$ cat src/rtl/csi2_pkg.sv
// rtl/csi2_pkg.sv - shared CSI-2 helpers: header ECC, CRC-16 byte step, FSM states
package csi2_pkg;

  localparam logic [5:0] CSI2_SHORT_DT_MAX = 6'h0F;

  typedef enum logic [1:0] {
    ST_IDLE = 2'd0,
    ST_HDR  = 2'd1,
    ST_PLD  = 2'd2,
    ST_FTR  = 2'd3
  } csi2_state_e;

  // Same parity equations the RX header decoder uses for its syndrome.
  function automatic logic [5:0] csi2_hdr_ecc(input logic [23:0] d);
    logic [5:0] p;
    p[0] = d[0] ^ d[1] ^ d[2] ^ d[4] ^ d[5] ^ d[7] ^ d[10] ^ d[11] ^ d[13] ^
           d[16] ^ d[20] ^ d[21] ^ d[22] ^ d[23];
    p[1] = d[0] ^ d[1] ^ d[3] ^ d[4] ^ d[6] ^ d[8] ^ d[10] ^ d[12] ^ d[14] ^
           d[17] ^ d[20] ^ d[21] ^ d[22] ^ d[23];
    p[2] = d[0] ^ d[2] ^ d[3] ^ d[5] ^ d[6] ^ d[9] ^ d[11] ^ d[12] ^ d[15] ^
           d[18] ^ d[20] ^ d[21] ^ d[22];
    p[3] = d[1] ^ d[2] ^ d[3] ^ d[7] ^ d[8] ^ d[9] ^ d[13] ^ d[14] ^ d[15] ^
           d[19] ^ d[20] ^ d[21] ^ d[23];
    p[4] = d[4] ^ d[5] ^ d[6] ^ d[7] ^ d[8] ^ d[9] ^ d[16] ^ d[17] ^ d[18] ^
           d[19] ^ d[20] ^ d[22] ^ d[23];
    p[5] = d[10] ^ d[11] ^ d[12] ^ d[13] ^ d[14] ^ d[15] ^ d[16] ^ d[17] ^
           d[18] ^ d[19] ^ d[21] ^ d[22] ^ d[23];
    return p;
  endfunction

  // Reflected x^16+x^12+x^5+1, one byte, LSB first.
  function automatic logic [15:0] csi2_crc16_byte(input logic [15:0] crc,
                                                  input logic [7:0]  data);
    logic [15:0] c;
    c = crc ^ {8'h00, data};
    for (int i = 0; i < 8; i++) begin
      c = c[0] ? ((c >> 1) ^ 16'h8408) : (c >> 1);
    end
    return c;
  endfunction

endpackage

$ cat src/rtl/csi2_crc16_32.sv
// rtl/csi2_crc16_32.sv - combinational CRC-16 update over up to four strobed bytes
module csi2_crc16_32
  import csi2_pkg::*;
(
  input  logic [15:0] crc_in,
  input  logic [31:0] data,
  input  logic [3:0]  strb,
  output logic [15:0] crc_out
);

  always_comb begin
    crc_out = crc_in;
    for (int i = 0; i < 4; i++) begin
      if (strb[i]) begin
        crc_out = csi2_crc16_byte(crc_out, data[8*i +: 8]);
      end
    end
  end

endmodule

$ cat src/rtl/csi2_pkt_enc.sv
// rtl/csi2_pkt_enc.sv - CSI-2 TX packet framer: ECC header, payload, CRC-16 footer
module csi2_pkt_enc
  import csi2_pkg::*;
#(
  parameter logic CRC_EN = 1'b1
) (
  input  logic        clk_i,
  input  logic        srst_i,
  input  logic        hdr_valid_i,
  output logic        hdr_ready_o,
  input  logic [1:0]  hdr_vc_i,
  input  logic [5:0]  hdr_dt_i,
  input  logic [15:0] hdr_wc_i,
  input  logic        pld_valid_i,
  output logic        pld_ready_o,
  input  logic [31:0] pld_data_i,
  output logic        tx_valid_o,
  input  logic        tx_ready_i,
  output logic [31:0] tx_data_o,
  output logic [3:0]  tx_strb_o,
  output logic        tx_sop_o,
  output logic        tx_eop_o
);

  localparam logic [1:0] S_IDLE = ST_IDLE;
  localparam logic [1:0] S_HDR  = ST_HDR;
  localparam logic [1:0] S_PLD  = ST_PLD;
  localparam logic [1:0] S_FTR  = ST_FTR;

  logic [1:0]  state;
  logic [15:0] crc;
  logic [15:0] crc_upd;
  logic [15:0] rem;
  logic        pkt_short;

  logic        out_free;
  logic        hdr_fire;
  logic        pld_fire;
  logic        hdr_is_short;
  logic [23:0] hdr_d;
  logic [31:0] hdr_word;
  logic [3:0]  word_strb;
  logic [31:0] word_data;
  logic [15:0] rem_step;
  logic [15:0] ftr_crc;

  assign out_free     = !tx_valid_o || tx_ready_i;
  assign hdr_ready_o  = (state == S_IDLE) && out_free && !srst_i;
  assign pld_ready_o  = (state == S_PLD) && out_free && (rem != 16'd0);
  assign hdr_fire     = hdr_valid_i && hdr_ready_o;
  assign pld_fire     = pld_valid_i && pld_ready_o;

  assign hdr_d        = {hdr_wc_i, hdr_vc_i, hdr_dt_i};
  assign hdr_word     = {2'b00, csi2_hdr_ecc(hdr_d), hdr_d};
  assign hdr_is_short = (hdr_dt_i <= CSI2_SHORT_DT_MAX);
  assign ftr_crc      = CRC_EN ? crc : 16'hFFFF;

  // Fewer than four bytes left means this is the final, partial word.
  always_comb begin
    word_strb = 4'hF;
    rem_step  = 16'd4;
    if (rem < 16'd4) begin
      rem_step = rem;
      case (rem[1:0])
        2'd1:    word_strb = 4'b0001;
        2'd2:    word_strb = 4'b0011;
        2'd3:    word_strb = 4'b0111;
        default: word_strb = 4'b0000;
      endcase
    end
  end

  always_comb begin
    word_data = 32'h0;
    for (int i = 0; i < 4; i++) begin
      word_data[8*i +: 8] = word_strb[i] ? pld_data_i[8*i +: 8] : 8'h00;
    end
  end

  csi2_crc16_32 u_crc (
    .crc_in  (crc),
    .data    (pld_data_i),
    .strb    (word_strb),
    .crc_out (crc_upd)
  );

  always_ff @(posedge clk_i or posedge srst_i) begin
    if (srst_i) begin
      state      <= S_IDLE;
      crc        <= 16'hFFFF;
      rem        <= 16'd0;
      pkt_short  <= 1'b0;
      tx_valid_o <= 1'b0;
      tx_data_o  <= 32'h0;
      tx_strb_o  <= 4'h0;
      tx_sop_o   <= 1'b0;
      tx_eop_o   <= 1'b0;
    end else begin
      // Output word consumed and nothing new loaded below: go empty.
      if (out_free) begin
        tx_valid_o <= 1'b0;
      end
      case (state)
        S_IDLE: begin
          if (hdr_fire) begin
            crc        <= 16'hFFFF;
            rem        <= hdr_is_short ? 16'd0 : hdr_wc_i;
            pkt_short  <= hdr_is_short;
            tx_valid_o <= 1'b1;
            tx_data_o  <= hdr_word;
            tx_strb_o  <= 4'hF;
            tx_sop_o   <= 1'b1;
            tx_eop_o   <= hdr_is_short;
            state      <= S_HDR;
          end
        end
        S_HDR: begin
          if (out_free) begin
            if (pkt_short) begin
              state <= S_IDLE;
            end else if (rem != 16'd0) begin
              state <= S_PLD;
            end else begin
              state <= S_FTR;
            end
          end
        end
        S_PLD: begin
          if (pld_fire) begin
            crc        <= crc_upd;
            rem        <= rem - rem_step;
            tx_valid_o <= 1'b1;
            tx_data_o  <= word_data;
            tx_strb_o  <= word_strb;
            tx_sop_o   <= 1'b0;
            tx_eop_o   <= 1'b0;
            if (rem <= 16'd4) begin
              state <= S_FTR;
            end
          end
        end
        S_FTR: begin
          if (out_free) begin
            tx_valid_o <= 1'b1;
            tx_data_o  <= {16'h0000, ftr_crc};
            tx_strb_o  <= 4'b0011;
            tx_sop_o   <= 1'b0;
            tx_eop_o   <= 1'b1;
            state      <= S_IDLE;
          end
        end
        default: state <= S_IDLE;
      endcase
    end
  end

endmodule

$ cat config.mk
export PLATFORM = sky130hd
export DESIGN_NAME = csi2_pkt_enc
export DESIGN_NICKNAME = d
export VERILOG_FILES = /design/src/rtl/csi2_pkg.sv /design/src/rtl/csi2_crc16_32.sv /design/src/rtl/csi2_pkt_enc.sv
export SDC_FILE = /design/constraint.sdc
export NUM_CORES = 1
export LEC_CHECK = 0
export CELL_PAD_IN_SITES_DETAIL_PLACEMENT = 0
export CELL_PAD_IN_SITES_GLOBAL_PLACEMENT = 1
export CORE_ASPECT_RATIO = 0.9
export CORE_MARGIN = 2
export CORE_UTILIZATION = 27
export CTS_CLUSTER_DIAMETER = 200
export DETAILED_ROUTE_END_ITERATION = 7
export PLACE_DENSITY_LB_ADDON = 0.1
export SLEW_MARGIN = 20
export SYNTH_ARGS = -nofsm -noshare
export SYNTH_HDL_FRONTEND = slang
export SYNTH_SLANG_ARGS = --single-unit
$ cat constraint.sdc
create_clock -name clk_i -period 3.68 [get_ports clk_i]
set_clock_uncertainty 0.1 [all_clocks]
set_input_delay 0.552 -clock clk_i [delete_from_list [all_inputs] [get_ports clk_i]]
set_output_delay 0.552 -clock clk_i [all_outputs]
set_load 0.02 [all_outputs]
### Word-level counts from Yosys, hierarchy flattened

Index checks and enable logic that the tools add are counted.

* $lt $le $gt $ge: 3
* bitwise gates (word level): 109
* reduce and logical (&&, ||, !) cells: 17
* $add $sub $neg: 1
* equal/unequal tests: 11
* muxes and demuxes: 78

Operators with widths (count)
* two-way mux 16 bit: 42
* two-way mux 32 bit: 3
* NOT 2 -> 3 bit: 32
* one-hot mux 32 bit (3 select lines): 1
* bitwise XOR 1 bit: 73
* one-hot mux 16 bit (2 select lines): 2
* bitwise XOR 16 x 8 -> 16 bit: 4
* two-way mux 8 bit: 4
* <= comparator 16 x 3 -> 1 bit (second input constant): 1
* less-than comparator 16 x 3 -> 1 bit (second input constant): 1
* two-way mux 4 bit: 4
* nonzero test 16 bit: 1
* subtractor 16 bit: 1
* two-way mux 2 bit: 6
* one-hot mux 4 bit (3 select lines): 1
* two-way mux 1 bit: 10
* one-hot mux 1 bit (3 select lines): 3
* one-hot mux 3 bit (3 select lines): 1
* equality test 2 bit (second input constant): 4
* inequality test 2 bit (second input constant): 4
* one-hot mux 2 bit (4 select lines): 1
* <= comparator 6 x 4 -> 1 bit (second input constant): 1
* logical AND 1 bit: 6
* AND reduction 5 bit: 1
* 10 further kinds: 12

* logic and storage cells: 228
* bits of input ports: 61
* register bits after elaboration: 74

### Logic depth before layout (Yosys ltp)

* word-level depth: 74
* gate-level depth with buffers: 16
* mapped depth without buffers: 13

### Cells and area by module

Synthesis repeated with hierarchy kept, for this count alone.

* cell total of the unflattened synthesis: 829
* area total of the unflattened synthesis: 7274.5 sq um

By module, submodules not included
* csi2_pkt_enc: area an instance 4619.4 sq um, instances 1, cells each 491, seq. area each 1871.8 sq um
* csi2_crc16_32: area an instance 2655.0 sq um, instances 1, cells each 338, seq. area each 0.0 sq um

### Worst setup path before layout

Ideal clock, no wire load.

* path kind: reg2reg
* from: register crc[0]
* to: register crc[3]
* arrival time: 3.707 ns
* period minus slack after synthesis: 3.894 ns
* slack: -0.214 ns
* buffers on the path: 1
* data required time: 3.492 ns
* stages on the path, launching flop included: 13
* path through: dfstp_2 buf_2 xnor2_4 xnor3_1 xor2_1 nand2_2 mux2_4 xnor2_4 nor4_2 nor3_1 or4_4 a2111oi_2 nor3b_1

* longest elaborated chain between the ends: 45

RTL lines
* start: declaration: line csi2_pkt_enc.sv:31 `logic [15:0] crc;`
* start signal: assignment: line csi2_pkt_enc.sv:130 `crc <= crc_upd;`
* bitwise XOR 16 x 8 -> 16 bit: line csi2_pkg.sv:35 `c = crc ^ {8'h00, data};`
* two-way mux 16 bit (5 in series): line csi2_pkg.sv:37 `c = c[0] ? ((c >> 1) ^ 16'h8408) : (c >> 1);`
* two-way mux 16 bit or NOT 2 -> 3 bit (tied branches)
* two-way mux 16 bit: line csi2_pkg.sv:37
* two-way mux 16 bit or NOT 2 -> 3 bit (tied branches)
* two-way mux 16 bit (*): line csi2_crc16_32.sv:14 `if (strb[i]) begin`
* bitwise XOR 16 x 8 -> 16 bit or two-way mux 16 bit (tied branches): line csi2_pkg.sv:35, csi2_crc16_32.sv:14
* two-way mux 16 bit or bitwise XOR 16 x 8 -> 16 bit (tied branches): line csi2_pkg.sv:37, csi2_pkg.sv:35
* [... 22 more ...]
* two-way mux 16 bit (2 in series): line csi2_pkg.sv:37
* two-way mux 16 bit or NOT 2 -> 3 bit (tied branches)
* two-way mux 16 bit (3 in series): line csi2_pkg.sv:37
* NOT 2 -> 3 bit (no line) or two-way mux 16 bit (tied branches)
* two-way mux 16 bit: line csi2_pkg.sv:37
* two-way mux 16 bit (*): line csi2_crc16_32.sv:14
* two-way mux 16 bit (*): line csi2_pkt_enc.sv:129 `if (pld_fire) begin`
* one-hot mux 16 bit (2 select lines) (*): line csi2_pkt_enc.sv:103 `case (state)`

Every way passes the cells marked *; elsewhere a longest branch is shown, timed or not. The select of a mux whose other input is x is not followed.
A chain may end at the register's enable or synchronous reset.

### Worst setup path after layout

* from: input port pld_data_i[0]
* to: register crc[3]

* longest elaborated chain between the ends: 45

RTL lines
* start: declaration: line csi2_pkt_enc.sv:16 `input logic [31:0] pld_data_i,`
* bitwise XOR 16 x 8 -> 16 bit (*): line csi2_pkg.sv:35
* two-way mux 16 bit (*) (8 in series): line csi2_pkg.sv:37
* two-way mux 16 bit (*): line csi2_crc16_32.sv:14
* bitwise XOR 16 x 8 -> 16 bit or two-way mux 16 bit (tied branches): line csi2_pkg.sv:35, csi2_crc16_32.sv:14
* two-way mux 16 bit or bitwise XOR 16 x 8 -> 16 bit (tied branches): line csi2_pkg.sv:37, csi2_pkg.sv:35
* two-way mux 16 bit or NOT 2 -> 3 bit (tied branches)
* two-way mux 16 bit: line csi2_pkg.sv:37
* two-way mux 16 bit or NOT 2 -> 3 bit (tied branches)
* [... 19 more ...]
* two-way mux 16 bit (2 in series): line csi2_pkg.sv:37
* two-way mux 16 bit or NOT 2 -> 3 bit (tied branches)
* two-way mux 16 bit (3 in series): line csi2_pkg.sv:37
* NOT 2 -> 3 bit (no line) or two-way mux 16 bit (tied branches)
* two-way mux 16 bit: line csi2_pkg.sv:37
* two-way mux 16 bit (*): line csi2_crc16_32.sv:14
* two-way mux 16 bit (*): line csi2_pkt_enc.sv:129
* one-hot mux 16 bit (2 select lines) (*): line csi2_pkt_enc.sv:103

Marks and branches as above.

==> out/results.txt <==
FF-to-FF Start: rem[15]$_DFFE_PP0P_
n_diodes: 0
register area share after synthesis: 26.4%
commonest cells in the netlist: 101 x nand2_1, 90 x xnor2_1, 75 x nor2_1, 68 x o21ai_0, 58 x dfrtp_1
Clock Tree Buf Depth: 2
FF+latch count, synth: 74
final critical-path share of the clock period: 106%
Port Buffers: 101
CP dominant cell by count: buf_4
vias in the first global route: 7,209
CTS clk-pin slew, worst paths: 60 ps
final net count: 1,178
clock root buffer: clkbuf_16
top post-synthesis cells by area: dfrtp_1 20%, xnor2_1 11%, dfstp_2 5.9%
most numerous cell in the Yosys netlist: nand2_1
worst slew pin tran: 1040 ps
H-tree lvl count: 3
max-slew headroom at the worst pin: 30.5%
layout overhead on the synthesized area: 54.7%
Starting DRT DRC Count: 442
largest net degree at the start of global routing: 47
final hold vios: 0
CP startpoint: pld_data_i[0]
Most used DFF post-synth: dfrtp_1
final worst slack: -229 ps
Arr. time, crit path: 4060 ps
Yosys top cell by area: dfrtp_1
# IOs: 102
Critical-path top delay cell: or4_4
CP top delay family: simple AND/OR/NAND/NOR gates
EDFF count, synth: 0
drt pass-1 iters: 5
Setup Crit Path Kind: in -> reg
CP max FO: 4
layout cell share with drive strength beyond 1: 32.0%
Critical Path Max Stage Delay: 540 ps
number of buffer and inverter stages on the critical path: 4
status: complete, but fails checks
library cells used by synthesis: 83
Setup-failing EPs final: 13
worst hold start: tx_strb_o[0]$_DFFE_PP0P_
Final Slew Violations: 0
die height: 158 um
vias per cell: 5.02
Placeable Area: 0.0259 mm2
Post-synth ARST share: 100%
Die ar.: 0.0276 mm2
Syn Inst Count: 829
RSZ-0062 raised after global routing: true
All-Layer GR Usage: 23.3%
Routed Antenna Nets: 0
Synth Warn #: 0
Max Clock Freq: 256 MHz
TritonCTS Buffers: 9
Post-Syn Area per Cell: 8.56 um2
WL/cell: 22.1 um
Critical Path Start Type: primary input
DIE WIDTH: 175 um
violated checks: negative setup slack
CTS tree: done
Tmin final: 3910 ps
RD Place Congestion: 0.860
clk sinks: 74
Residual DRC: 0
total grt overflow: 0
routed wire length: 32.5 mm
Skew-Pair Late Insertion Delay: 340 ps
via count: 7,367
hold_ws: 365 ps
mapped cell area: 0.00710 mm2
starting density of the core: 27.4%
CP Capture Type: flip-flop
post-detail-place hpwl: 25.9 mm
Yosys top cell area share: 20.4%
row cnt: 56
first-pass GRT wire length: 47.2 mm
initial antenna violation count: 0
crit-path cells: clkdlybuf4s50_1, buf_4, xnor2_4, buf_4, xnor3_2, xnor2_1, o32a_1, o21ai_2, and3_4, o211a_1, o21a_1, or4_4, buf_6, nand4_1, nor3b_2
worst hold-check path type: reg -> reg
syn_nets: 892
number of max-cap violations: 0
CP Data Required Time: 3830 ps
-- routing by layer --
layer | track usage [%] | wire length (um)
met5 | 0 | 0
met2 | 38.5 | 15100
met4 | 3.89 | 446
met3 | 3.05 | 1530
met1 | 33.0 | 15500
-- layout make-up --
class | instances | area [um2]
Clock inverter | 5 | 103
Tap cell | 348 | 435
Timing Repair Buffer | 326 | 2890
Inverter | 16 | 61.3
Multi-Input combinational cell | 688 | 5380
Fill cell | 2658 | 14900
Clock buffer | 11 | 243
Sequential cell | 74 | 1870
-- sequential cells by signal (all words and copies together), names as in the netlist, named ones only --
register    flops
tx_sop_o        1
pkt_short       1
state           1
tx_eop_o        1
crc            16
tx_valid_o      1
rem            16
tx_data_o      32
tx_strb_o       4
-- stage by stage --
step           utilization (%)  instance area (um2)  instances  worst slack, ps  setup TNS, ps
2_1_floorplan                -                 7150        829            -5.27          -5.27
3_3_place_gp              38.6                10000       1427             -627          -7250
3_5_place_dp              38.6                10000       1427             -630          -7540
4_1_cts                   41.6                10800       1463             -181          -1480
5_1_grt                   42.4                11000       1468             -340          -3620
6_report                  42.4                11000       1468             -229          -1660
-- placed cells by master (no fill, tap or decap), drive strengths merged, types with 5 or more instances in the layout --
| master | netlist | routed |
|---|---|---|
| nor3 | 18 | 18 |
| a21o | 8 | 8 |
| nand2b | 5 | 5 |
| dfstp | 16 | 16 |
| or3 | 7 | 7 |
| xnor3 | 20 | 20 |
| nand3 | 18 | 18 |
| a211o | 6 | 6 |
| clkbuf | 41 | 11 |
| xor2 | 28 | 28 |
| nor3b | 6 | 6 |
| mux2 | 5 | 5 |
| mux2i | 10 | 10 |
| and3 | 7 | 7 |
| a31oi | 16 | 16 |
| inv | 16 | 15 |
| o22ai | 10 | 10 |
| nor2 | 76 | 76 |
| nand2 | 104 | 104 |
| clkdlybuf4s50 | 0 | 100 |
| a211oi | 10 | 10 |
| nor4 | 10 | 10 |
| dfrtp | 58 | 58 |
| xor3 | 5 | 5 |
| a221oi | 9 | 9 |
| o211ai | 27 | 27 |
| o211a | 7 | 7 |
| o21ai | 71 | 71 |
| xnor2 | 97 | 97 |
| buf | 10 | 225 |
| a21oi | 49 | 49 |
-- logic make-up (layout without fill, tap and decap cells) --
logic type | Yosys count | after routing | share of synthesized area (%)
other | 1 | 1 | 0.0528
xor gates and xnor gates | 150 | 150 | 24.9
and+or+nand+nor | 275 | 275 | 19.0
buffers and inverters | 67 | 358 | 3.82
DFF | 74 | 74 | 26.4
muxes | 15 | 15 | 2.31
adders and majority gates | 2 | 2 | 0.352
AOI/OAI and AO/OA | 245 | 245 | 23.2
-- timing repair --
item / in CTS / in global routing
setup endpoints to repair: 17 / 17
gates cloned: 1 / 0
pin swaps: 35 / 14
gates resized for setup: 56 / 27
hold buffers: 0 / 0
buffers inserted: 19 / 5
-- path summary, 6_finish.rpt --
kind / end / slack [ps] / cells after the start
min reg2reg: tx_strb_o[0]$_DFFE_PP0P_ / 360 / 1
min: tx_strb_o[0]$_DFFE_PP0P_ / 360 / 1
max reg2reg: crc[3]$_DFFE_PP1P_ / -220 / 13
max in group asynchronous: crc[2]$_DFFE_PP1P_ / 2210 / 3
max: crc[3]$_DFFE_PP1P_ / -230 / 15
min in group asynchronous: tx_sop_o$_DFFE_PP0P_ / 560 / 2
Power is not shown: default switching activity piles up to over one toggle a cycle in this logic, so the estimate is an artifact.
